===== config.mk =====
export PLATFORM = sky130hd
export DESIGN_NAME = sht40_sequencer
export DESIGN_NICKNAME = d
export VERILOG_FILES = /design/src/rtl/sht40_sequencer_pkg.sv /design/src/rtl/sht40_crc8.sv /design/src/rtl/sht40_sequencer.sv
export SDC_FILE = /design/constraint.sdc
export NUM_CORES = 1
export LEC_CHECK = 0
export CAP_MARGIN = 15
export CORE_MARGIN = 3
export CORE_UTILIZATION = 60
export DETAILED_ROUTE_END_ITERATION = 8
export GPL_TIMING_DRIVEN = 0
export PLACE_DENSITY = 0.89
export REMOVE_ABC_BUFFERS = 1
export SYNTH_ARGS = -nofsm -noshare
export SYNTH_HDL_FRONTEND = slang
export SYNTH_SLANG_ARGS = --single-unit
export TNS_END_PERCENT = 5

===== constraint.sdc =====
create_clock -name clk -period 7.7 [get_ports clk]
set_clock_uncertainty 0.1 [all_clocks]
set_input_delay 0.77 -clock clk [delete_from_list [all_inputs] [get_ports clk]]
set_output_delay 0.77 -clock clk [all_outputs]
set_load 0.1 [all_outputs]

===== src/rtl/sht40_sequencer_pkg.sv =====
// Shared encodings and constants for the SHT40 measurement sequencer.
package sht40_sequencer_pkg;

   typedef enum logic [2:0] {
      ST_IDLE     = 3'd0,
      ST_CMD      = 3'd1,
      ST_CMD_WAIT = 3'd2,
      ST_MEAS_DLY = 3'd3,
      ST_RD       = 3'd4,
      ST_RD_WAIT  = 3'd5,
      ST_CHECK    = 3'd6
   } state_e;

   localparam logic [6:0] SHT_ADDR    = 7'h44;
   localparam logic [7:0] MEAS_CMD    = 8'hFD;
   localparam logic [7:0] CRC_POLY    = 8'h31;
   localparam logic [7:0] CRC_INIT    = 8'hFF;
   localparam logic [2:0] WRITE_COUNT = 3'd1;
   localparam logic [3:0] READ_COUNT  = 4'd6;
   localparam logic [2:0] RX_FULL     = 3'd6;

endpackage


===== src/rtl/sht40_crc8.sv =====
// Combinational Sensirion CRC-8 (poly 0x31, init 0xFF, MSB first) of one 16-bit word.
module sht40_crc8
   import sht40_sequencer_pkg::*;
(
   input  logic [15:0] data_i,
   output logic [7:0]  crc_o
);

   logic [7:0] crc;
   logic       fb;

   always_comb begin
      crc = CRC_INIT;
      fb  = 1'b0;
      for (int i = 15; i >= 0; i--) begin
         fb  = crc[7] ^ data_i[i];
         crc = {crc[6:0], 1'b0} ^ (fb ? CRC_POLY : 8'h00);
      end
      crc_o = crc;
   end

endmodule


===== src/rtl/sht40_sequencer.sv =====
// Drives an I2C master through SHT40 measure-command / wait / 6-byte read cycles,
// checks both CRCs and publishes the raw temperature and humidity words.
module sht40_sequencer #(
   parameter logic [6:0] SHT_ADDR  = sht40_sequencer_pkg::SHT_ADDR,
   parameter logic [7:0] MEAS_CMD  = sht40_sequencer_pkg::MEAS_CMD,
   parameter int         MEAS_WAIT = 200000,
   parameter int         PERIOD    = 20000000
) (
   input  logic        clk,
   input  logic        rst,
   input  logic        Start_Req,
   input  logic        Auto_En,
   output logic        Processor_Ready,
   output logic [6:0]  Peripheral_Address,
   output logic        r_or_w,
   output logic [7:0]  Tx_Byte,
   output logic [2:0]  i2c_writes,
   output logic [3:0]  SHT_Reads,
   input  logic        Master_Done,
   input  logic        Master_Nack,
   input  logic        Rx_Valid,
   input  logic [7:0]  Rx_Byte,
   output logic        Busy,
   output logic [15:0] Temp_Raw,
   output logic [15:0] Hum_Raw,
   output logic        Data_Valid,
   output logic        Crc_Error,
   output logic        Nack_Error
);
   import sht40_sequencer_pkg::*;

   localparam int DW = (MEAS_WAIT > 1) ? $clog2(MEAS_WAIT) : 1;
   localparam int PW = (PERIOD > 1) ? $clog2(PERIOD) : 1;
   localparam logic [DW-1:0] DLY_LAST = DW'(MEAS_WAIT - 1);
   localparam logic [PW-1:0] PER_LAST = PW'(PERIOD - 1);

   state_e        state_q, state_d;
   logic [DW-1:0] dly_q, dly_d;
   logic [PW-1:0] per_q, per_d;
   logic [2:0]    idx_q, idx_d;
   logic [7:0]    buf_q [0:5];
   logic [7:0]    buf_d [0:5];
   logic [15:0]   temp_q, temp_d;
   logic [15:0]   hum_q, hum_d;
   logic          ready_q, ready_d;
   logic          rw_q, rw_d;
   logic          dv_q, dv_d;
   logic          crc_err_q, crc_err_d;
   logic          nack_err_q, nack_err_d;
   logic          auto_tick;
   logic [7:0]    crc_t, crc_h;

   sht40_crc8 u_crc_temp (.data_i({buf_q[0], buf_q[1]}), .crc_o(crc_t));
   sht40_crc8 u_crc_hum  (.data_i({buf_q[3], buf_q[4]}), .crc_o(crc_h));

   // The period timer saturates, so a tick that lands while busy stays pending.
   assign auto_tick = Auto_En && (per_q == PER_LAST);

   always_comb begin
      state_d    = state_q;
      dly_d      = dly_q;
      per_d      = per_q;
      idx_d      = idx_q;
      buf_d      = buf_q;
      temp_d     = temp_q;
      hum_d      = hum_q;
      ready_d    = 1'b0;
      rw_d       = rw_q;
      dv_d       = 1'b0;
      crc_err_d  = 1'b0;
      nack_err_d = 1'b0;

      if (!Auto_En) begin
         per_d = '0;
      end else if (per_q != PER_LAST) begin
         per_d = per_q + 1'b1;
      end

      case (state_q)
         ST_IDLE: begin
            if (Start_Req || auto_tick) begin
               state_d = ST_CMD;
            end
            if (auto_tick) begin
               per_d = '0;
            end
         end
         ST_CMD: begin
            ready_d = 1'b1;
            rw_d    = 1'b0;
            state_d = ST_CMD_WAIT;
         end
         ST_CMD_WAIT: begin
            if (Master_Nack) begin
               nack_err_d = 1'b1;
               state_d    = ST_IDLE;
            end else if (Master_Done) begin
               dly_d   = '0;
               state_d = ST_MEAS_DLY;
            end
         end
         ST_MEAS_DLY: begin
            if (dly_q == DLY_LAST) begin
               state_d = ST_RD;
            end else begin
               dly_d = dly_q + 1'b1;
            end
         end
         ST_RD: begin
            ready_d = 1'b1;
            rw_d    = 1'b1;
            idx_d   = '0;
            state_d = ST_RD_WAIT;
         end
         ST_RD_WAIT: begin
            if (Rx_Valid && (idx_q != RX_FULL)) begin
               buf_d[idx_q] = Rx_Byte;
               idx_d        = idx_q + 1'b1;
            end
            if (Master_Nack) begin
               nack_err_d = 1'b1;
               state_d    = ST_IDLE;
            end else if (Master_Done) begin
               state_d = ST_CHECK;
            end
         end
         ST_CHECK: begin
            if ((idx_q == RX_FULL) && (crc_t == buf_q[2]) && (crc_h == buf_q[5])) begin
               temp_d = {buf_q[0], buf_q[1]};
               hum_d  = {buf_q[3], buf_q[4]};
               dv_d   = 1'b1;
            end else begin
               crc_err_d = 1'b1;
            end
            state_d = ST_IDLE;
         end
         default: state_d = ST_IDLE;
      endcase
   end

   always_ff @(posedge clk) begin
      if (rst) begin
         state_q    <= ST_IDLE;
         dly_q      <= '0;
         per_q      <= '0;
         idx_q      <= '0;
         for (int i = 0; i < 6; i++) begin
            buf_q[i] <= '0;
         end
         temp_q     <= '0;
         hum_q      <= '0;
         ready_q    <= 1'b0;
         rw_q       <= 1'b0;
         dv_q       <= 1'b0;
         crc_err_q  <= 1'b0;
         nack_err_q <= 1'b0;
      end else begin
         state_q    <= state_d;
         dly_q      <= dly_d;
         per_q      <= per_d;
         idx_q      <= idx_d;
         buf_q      <= buf_d;
         temp_q     <= temp_d;
         hum_q      <= hum_d;
         ready_q    <= ready_d;
         rw_q       <= rw_d;
         dv_q       <= dv_d;
         crc_err_q  <= crc_err_d;
         nack_err_q <= nack_err_d;
      end
   end

   assign Processor_Ready    = ready_q;
   assign r_or_w             = rw_q;
   assign Tx_Byte            = MEAS_CMD;
   assign Peripheral_Address = SHT_ADDR;
   assign i2c_writes         = WRITE_COUNT;
   assign SHT_Reads          = READ_COUNT;
   assign Busy               = (state_q != ST_IDLE);
   assign Temp_Raw           = temp_q;
   assign Hum_Raw            = hum_q;
   assign Data_Valid         = dv_q;
   assign Crc_Error          = crc_err_q;
   assign Nack_Error         = nack_err_q;

endmodule


Word level (Yosys, flattened, before mapping)
Index checks and enable logic that the tools add are counted.
- input port bits: 15
- bits in registers: 134
- memories kept: 0
- bits in read-only memories: 0
- bits in latches: 0
- bits in writable memories: 0
- word-level logic and storage cells: 185
- shifts and indexed selects: 0
- div/mod/pow operators: 0
- bitwise logic cells: 65
- $add $sub $neg: 3
- eq/ne operators: 21
- reductions and logical operators: 20
- order comparisons: 2
- mux-type cells: 57
- multipliers: 0
- operator list (kind ; number):
    8-bit XOR ; 30
    6-bit two-way mux ; 32
    25-bit two-way mux ; 4
    18-bit two-way mux ; 3
    48-bit bitwise mux ; 1
    18-bit case mux with 2 select lines ; 1
    1-bit XOR ; 30
    25-bit by 1-bit adder with 25-bit output, second input constant ; 1
    25-bit == test, second input constant ; 1
    25-bit inequality test, second input constant ; 1
    8-bit demux with 3-bit select ; 1
    3-bit two-way mux ; 7
    18-bit by 1-bit adder with 18-bit output, second input constant ; 1
    18-bit == test, second input constant ; 1
    3-bit case mux with 6 select lines ; 1
    8-bit == test ; 2
    7-bit inverter ; 2
    3-bit == test, second input constant ; 4
    2-bit inequality test, second input constant ; 6
    3-bit inequality test, second input constant ; 3
    8-bit two-way mux ; 1
    4-bit AND reduction ; 2
    2-bit OR reduction ; 4
    3-bit by 2-bit == test with 1-bit output, second input constant ; 2
    other kinds (15) ; 27

Longest topological paths before layout
- depth in word-level cells: 51
- depth in mapped cells: 11
- mapped depth without buffers: 8

Cells and area by module
A second synthesis with hierarchy kept.
- cell total of the unflattened synthesis: 775
- area, all modules: 7121.8 um2
- by module, submodules not included (module ; cells each ; area each (um2) ; instances ; sequential area each (um2)):
    sht40_sequencer ; 711 ; 6283.5 ; 1 ; 2682.6
    sht40_crc8 ; 32 ; 419.2 ; 2 ; 0.0

Least setup slack after synthesis
OpenSTA, ideal clock, no wires.
- path kind: register to register
- from: register buf_q[23] (netlist bit)
- to: register hum_q[3] (netlist: Hum_Raw[3])
- path slack: 4.338 ns
- cell stages (with the launch flop): 12
- arrival time: 3.130 ns
- data required time: 7.468 ns
- period minus slack after synthesis: 3.362 ns
- library setup time: 0.132 ns
- path through: dfxtp_1 -> clkbuf_1 -> xnor3_2 -> xnor2_2 -> xnor3_1 -> nor2_1 -> or4_4 -> or4_1 -> buf_6 -> buf_12 -> o41ai_2 -> a21oi_1
- longest elaborated chain between the ends: 30
- ends and longest elaborated chain (item ; line ; RTL):
    start: declaration ; sht40_sequencer.sv:41 ; logic [7:0] buf_q [0:5];
    start signal: assignment ; sht40_sequencer.sv:162 ; buf_q <= buf_d;
    6-bit two-way mux (*) ; sht40_crc8.sv:17 ; crc = {crc[6:0], 1'b0} ^ (fb ? CRC_POLY : 8'h00);
    7-bit inverter (no line) ; -- ;
    8-bit XOR (*) (2 in a row) ; sht40_crc8.sv:17 ;
    1-bit XOR ; sht40_crc8.sv:16 ; fb = crc[7] ^ data_i[i];
    6-bit two-way mux ; sht40_crc8.sv:17 ;
    8-bit XOR (*) (3 in a row) ; sht40_crc8.sv:17 ;
    1-bit XOR ; sht40_crc8.sv:16 ;
    6-bit two-way mux ; sht40_crc8.sv:17 ;
    (+9 left out) ; -- ;
    6-bit two-way mux ; sht40_crc8.sv:17 ;
    8-bit XOR (*) (3 in a row) ; sht40_crc8.sv:17 ;
    1-bit XOR ; sht40_crc8.sv:16 ;
    6-bit two-way mux ; sht40_crc8.sv:17 ;
    8-bit XOR (*) ; sht40_crc8.sv:17 ;
    8-bit == test (*) ; sht40_sequencer.sv:128 ; if ((idx_q == RX_FULL) && (crc_t == buf_q[2]) && (crc_h == buf_q[5])) begin
    1-bit logical AND (*) ; sht40_sequencer.sv:128 ;
    2-bit AND reduction (no line) (*) ; -- ;
    end signal: assignment ; sht40_sequencer.sv:164 ; hum_q <= hum_d;
    end: declaration ; sht40_sequencer.sv:44 ; logic [15:0] hum_q, hum_d;
Every way passes the cells marked *; elsewhere a longest branch is shown, timed or not.
A chain may end at the register's enable or synchronous reset.

Worst setup path after layout
- from: register buf_q[17] (netlist bit)
- to: register hum_q[1] (netlist: Hum_Raw[1])
- longest elaborated chain between the ends: 21
- ends and longest elaborated chain (item ; line):
    1-bit XOR (*) ; sht40_crc8.sv:16
    6-bit two-way mux (*) ; sht40_crc8.sv:17
    8-bit XOR (*) (3 in a row) ; sht40_crc8.sv:17
    1-bit XOR ; sht40_crc8.sv:16
    6-bit two-way mux ; sht40_crc8.sv:17
    8-bit XOR (*) (3 in a row) ; sht40_crc8.sv:17
    1-bit XOR ; sht40_crc8.sv:16
    6-bit two-way mux ; sht40_crc8.sv:17
    8-bit XOR (*) (3 in a row) ; sht40_crc8.sv:17
    1-bit XOR ; sht40_crc8.sv:16
    6-bit two-way mux ; sht40_crc8.sv:17
    8-bit XOR (*) ; sht40_crc8.sv:17
    8-bit == test (*) ; sht40_sequencer.sv:128
    1-bit logical AND (*) ; sht40_sequencer.sv:128
    2-bit AND reduction (no line) (*) ; --
Marked as above.

==> qor.yml <==
yosys:
  yosys-top-cells-area: "dfxtp_1, mux2i_1, o41ai_2"
  synth_seq_cells: 134
  yosys.area.top_type: "dfxtp_1"
  synth_ff_type: "dfxtp_1"
  ys_seq_area_frac: 0.372
  synth_top_area_share: 0.372
  async_flop_share: 0
  yosys_warnings: 0
  synth_area_per_cell_um2: 9.48
  ys_types: 56
  synthCells: 761
  syn-cell-area_mm2: 0.00721
  synth_edf_count: 0
setup_path:
  cpMaxStageDelayCell: "or4_2"
  path_max_fanout: 33
  path_class: "flip-flop to flip-flop"
  max_stage_delay_ps: 1110
  cp.required_ps: 7860
  cp-end-kind: "flip-flop"
  cp-start-kind: "flip-flop"
  critPathArrivalTime_ps: 4500
  critPathBufInv: 0
  crit_family: "simple AND/OR/NAND/NOR gates"
  crit_chain: "xnor3_2, xnor2_2, xnor3_1, nor2_1, or4_4, or4_2, o41ai_1, a21oi_1"
power_and_ir_drop:
  power.density_mw_per_mm2: 196
  peakVddDrop_mv: 0.151
  p_leak_nw: 2.95
finish:
  area_growth_pct: 14.4
  nNetsFinal: 799
  multi_input_area_mm2: 0.00419
  fill_cells: 784
  layout-drive-gt1-share: 0.112
  regArea_mm2: 0.00268
  antennaDiodeCount: 0
  design_area_mm2: 0.00825
drt:
  wl_um: 17400
  drc: 0
  drt_iter0_drc: 473
  vias: 5807
  vias_per_cell: 6.21
  ant_nets: 0
  wl_per_cell_um: 18.6
  firstDrtPassIters: 5
run_status:
  outcome: "finished, final reports clean"
clock_network:
  postCtsSetupBuffers: 0
  cts.clk_slew.worst_paths_ps: 60
  ctsResizeCount: 0
  cts_buffers: 17
  clock-root-buffer: "clkbuf_16"
  insertion_delay_ps: 420
  tritoncts: "built"
  cts_buffer_depth: 2
  cts-hold-fix-buffers: 0
  cts.sinks: 134
  htreeDepth: 4
timing:
  maxSlewViolCount: 0
  period_share: 0.563
  rsz0062_at_grt: "false"
  setup_viol_count_final: 0
  tightest_slew_ps: 1050
  slew_headroom: 0.297
  hold_viol: 0
  max_freq_ghz: 0.231
  fin_crit_ps: 4330
  hold_slack_ps: 362
  finalSetupTns_ps: 0
die:
  rows: 39
  core_mm2: 0.0116
  die-area_mm2: 0.0134
  die_w_um: 116
  initial_utilization: 0.623
  pin_count: 75
  die_h_um: 116
job:
  drv_cap: 0
global_route:
  grt_pass1_vias: 5743
  overflow: 0
  grt_max_degree: 96
  grt_first_pass_wirelength_um: 28000
  gr-usage-all-layers: 0.265
  antenna_found_initial: 0
placement:
  placed_cell_area_mm2: 0.00766
  io_buffers: 52
  dp_hpwl_um: 11400
  gp_congestion: 0.879
min_path:
  hold_class: "flip-flop to flip-flop"
## stage by stage
step / setup WS, ps / power, W / utilization / std cells
2_1_floorplan: 3590 / 0.000806 / - / 701
3_3_place_gp: 2090 / 0.000835 / 0.652 / 896
3_5_place_dp: 3510 / 0.000838 / 0.663 / 903
4_1_cts: 3410 / 0.00162 / 0.713 / 934
5_1_grt: 3220 / 0.00166 / 0.713 / 935
6_report: 3370 / 0.00162 / 0.713 / 935
## final cells by class
class	count	share of cell area
Multi-Input combinational cell	564	0.508
Sequential cell	134	0.325
Timing Repair Buffer	60	0.0743
Clock buffer	23	0.0579
Tap cell	143	0.0217
Clock inverter	8	0.0120
Inverter	3	0.00137
## state kept, by name, indices dropped and copies added (netlist names), 3 cells and up
name / flops
buf_q: 48
idx_q: 3
Temp_Raw: 16
state_q: 3
Hum_Raw: 16
per_q: 25
dly_q: 18
## synthesized netlist by cell type, types with 5 or more instances
master,number
nand2_1,33
buf_4,23
and2_1,7
xnor3_1,9
nand2b_1,6
nor2_1,106
clkbuf_1,47
xor2_1,42
mux2i_1,53
nor4b_1,5
and3_1,8
xnor2_1,47
or3_1,7
o21ai_0,15
nand3_1,20
a21oi_1,44
nand4_1,44
nor3_1,13
dfxtp_1,134
o41ai_2,29
## cells by family after synthesis
group / Yosys count / synth area share
simple gates: 271 / 0.189
flops: 134 / 0.372
xor+xnor: 109 / 0.168
compound gates: 105 / 0.126
buf+inv: 83 / 0.0637
mux: 53 / 0.0736
fa+ha+maj: 4 / 0.00694
other cells: 2 / 0.00104
## layout by cell type, fill, tap and decap left out, types with 3 or more instances in the layout
cell / netlist / layout
a21oi_1: 44 / 44
and2_1: 7 / 7
and3_1: 8 / 8
and4_1: 4 / 4
buf_4: 23 / 4
clkbuf_1: 47 / 3
clkbuf_16: 0 / 17
clkbuf_8: 0 / 3
clkdlybuf4s50_1: 0 / 51
clkinv_2: 0 / 3
conb_1: 2 / 22
dfxtp_1: 134 / 134
ha_1: 4 / 4
inv_1: 3 / 3
mux2i_1: 53 / 53
nand2_1: 33 / 33
nand2b_1: 6 / 6
nand3_1: 20 / 19
nand4_1: 44 / 44
nor2_1: 106 / 106
nor3_1: 13 / 11
nor4_1: 4 / 4
nor4b_1: 5 / 3
o21ai_0: 15 / 15
o41ai_1: 4 / 4
o41ai_2: 29 / 29
or3_1: 7 / 6
xnor2_1: 47 / 47
xnor2_2: 3 / 3
xnor3_1: 9 / 9
xnor3_2: 3 / 3
xor2_1: 42 / 42
## path summary, 6_finish.rpt
path              startpoint         end  cells past startpoint  slack, ps
setup / recovery   buf_q[17]  Hum_Raw[1]                      8       3370
hold reg to reg   Hum_Raw[5]  Hum_Raw[5]                      2        360
hold / removal    Hum_Raw[5]  Hum_Raw[5]                      2        360
setup reg to reg   buf_q[17]  Hum_Raw[1]                      8       3370
## worst register-to-register path: stages, from the launching register on
cell     delay (ps)
dfxtp_1         450
xnor3_2         550
xnor2_2         340
xnor3_1         400
nor2_1           90
or4_4           440
or4_2          1120
o41ai_1         570
a21oi_1         120
## routing by layer
layer | part of all wire | global-route usage | vias to the layer above
met5 | 0 | 0 | -
met3 | 0.067 | 0.0621 | 57
li1 | - | - | 2682
met4 | 0.037 | 0.129 | 0
met2 | 0.51 | 0.461 | 254
met1 | 0.39 | 0.309 | 2814
## where the power goes
group / leakage, nW / internal [W] / switching (W)
Sequential: 1.08 / 0.000698 / 0.00000725
Clock: 0.279 / 0.000499 / 0.000292
Combinational: 1.59 / 0.0000221 / 0.0000994
No activity file was read; power rests on OpenSTA's default activity.
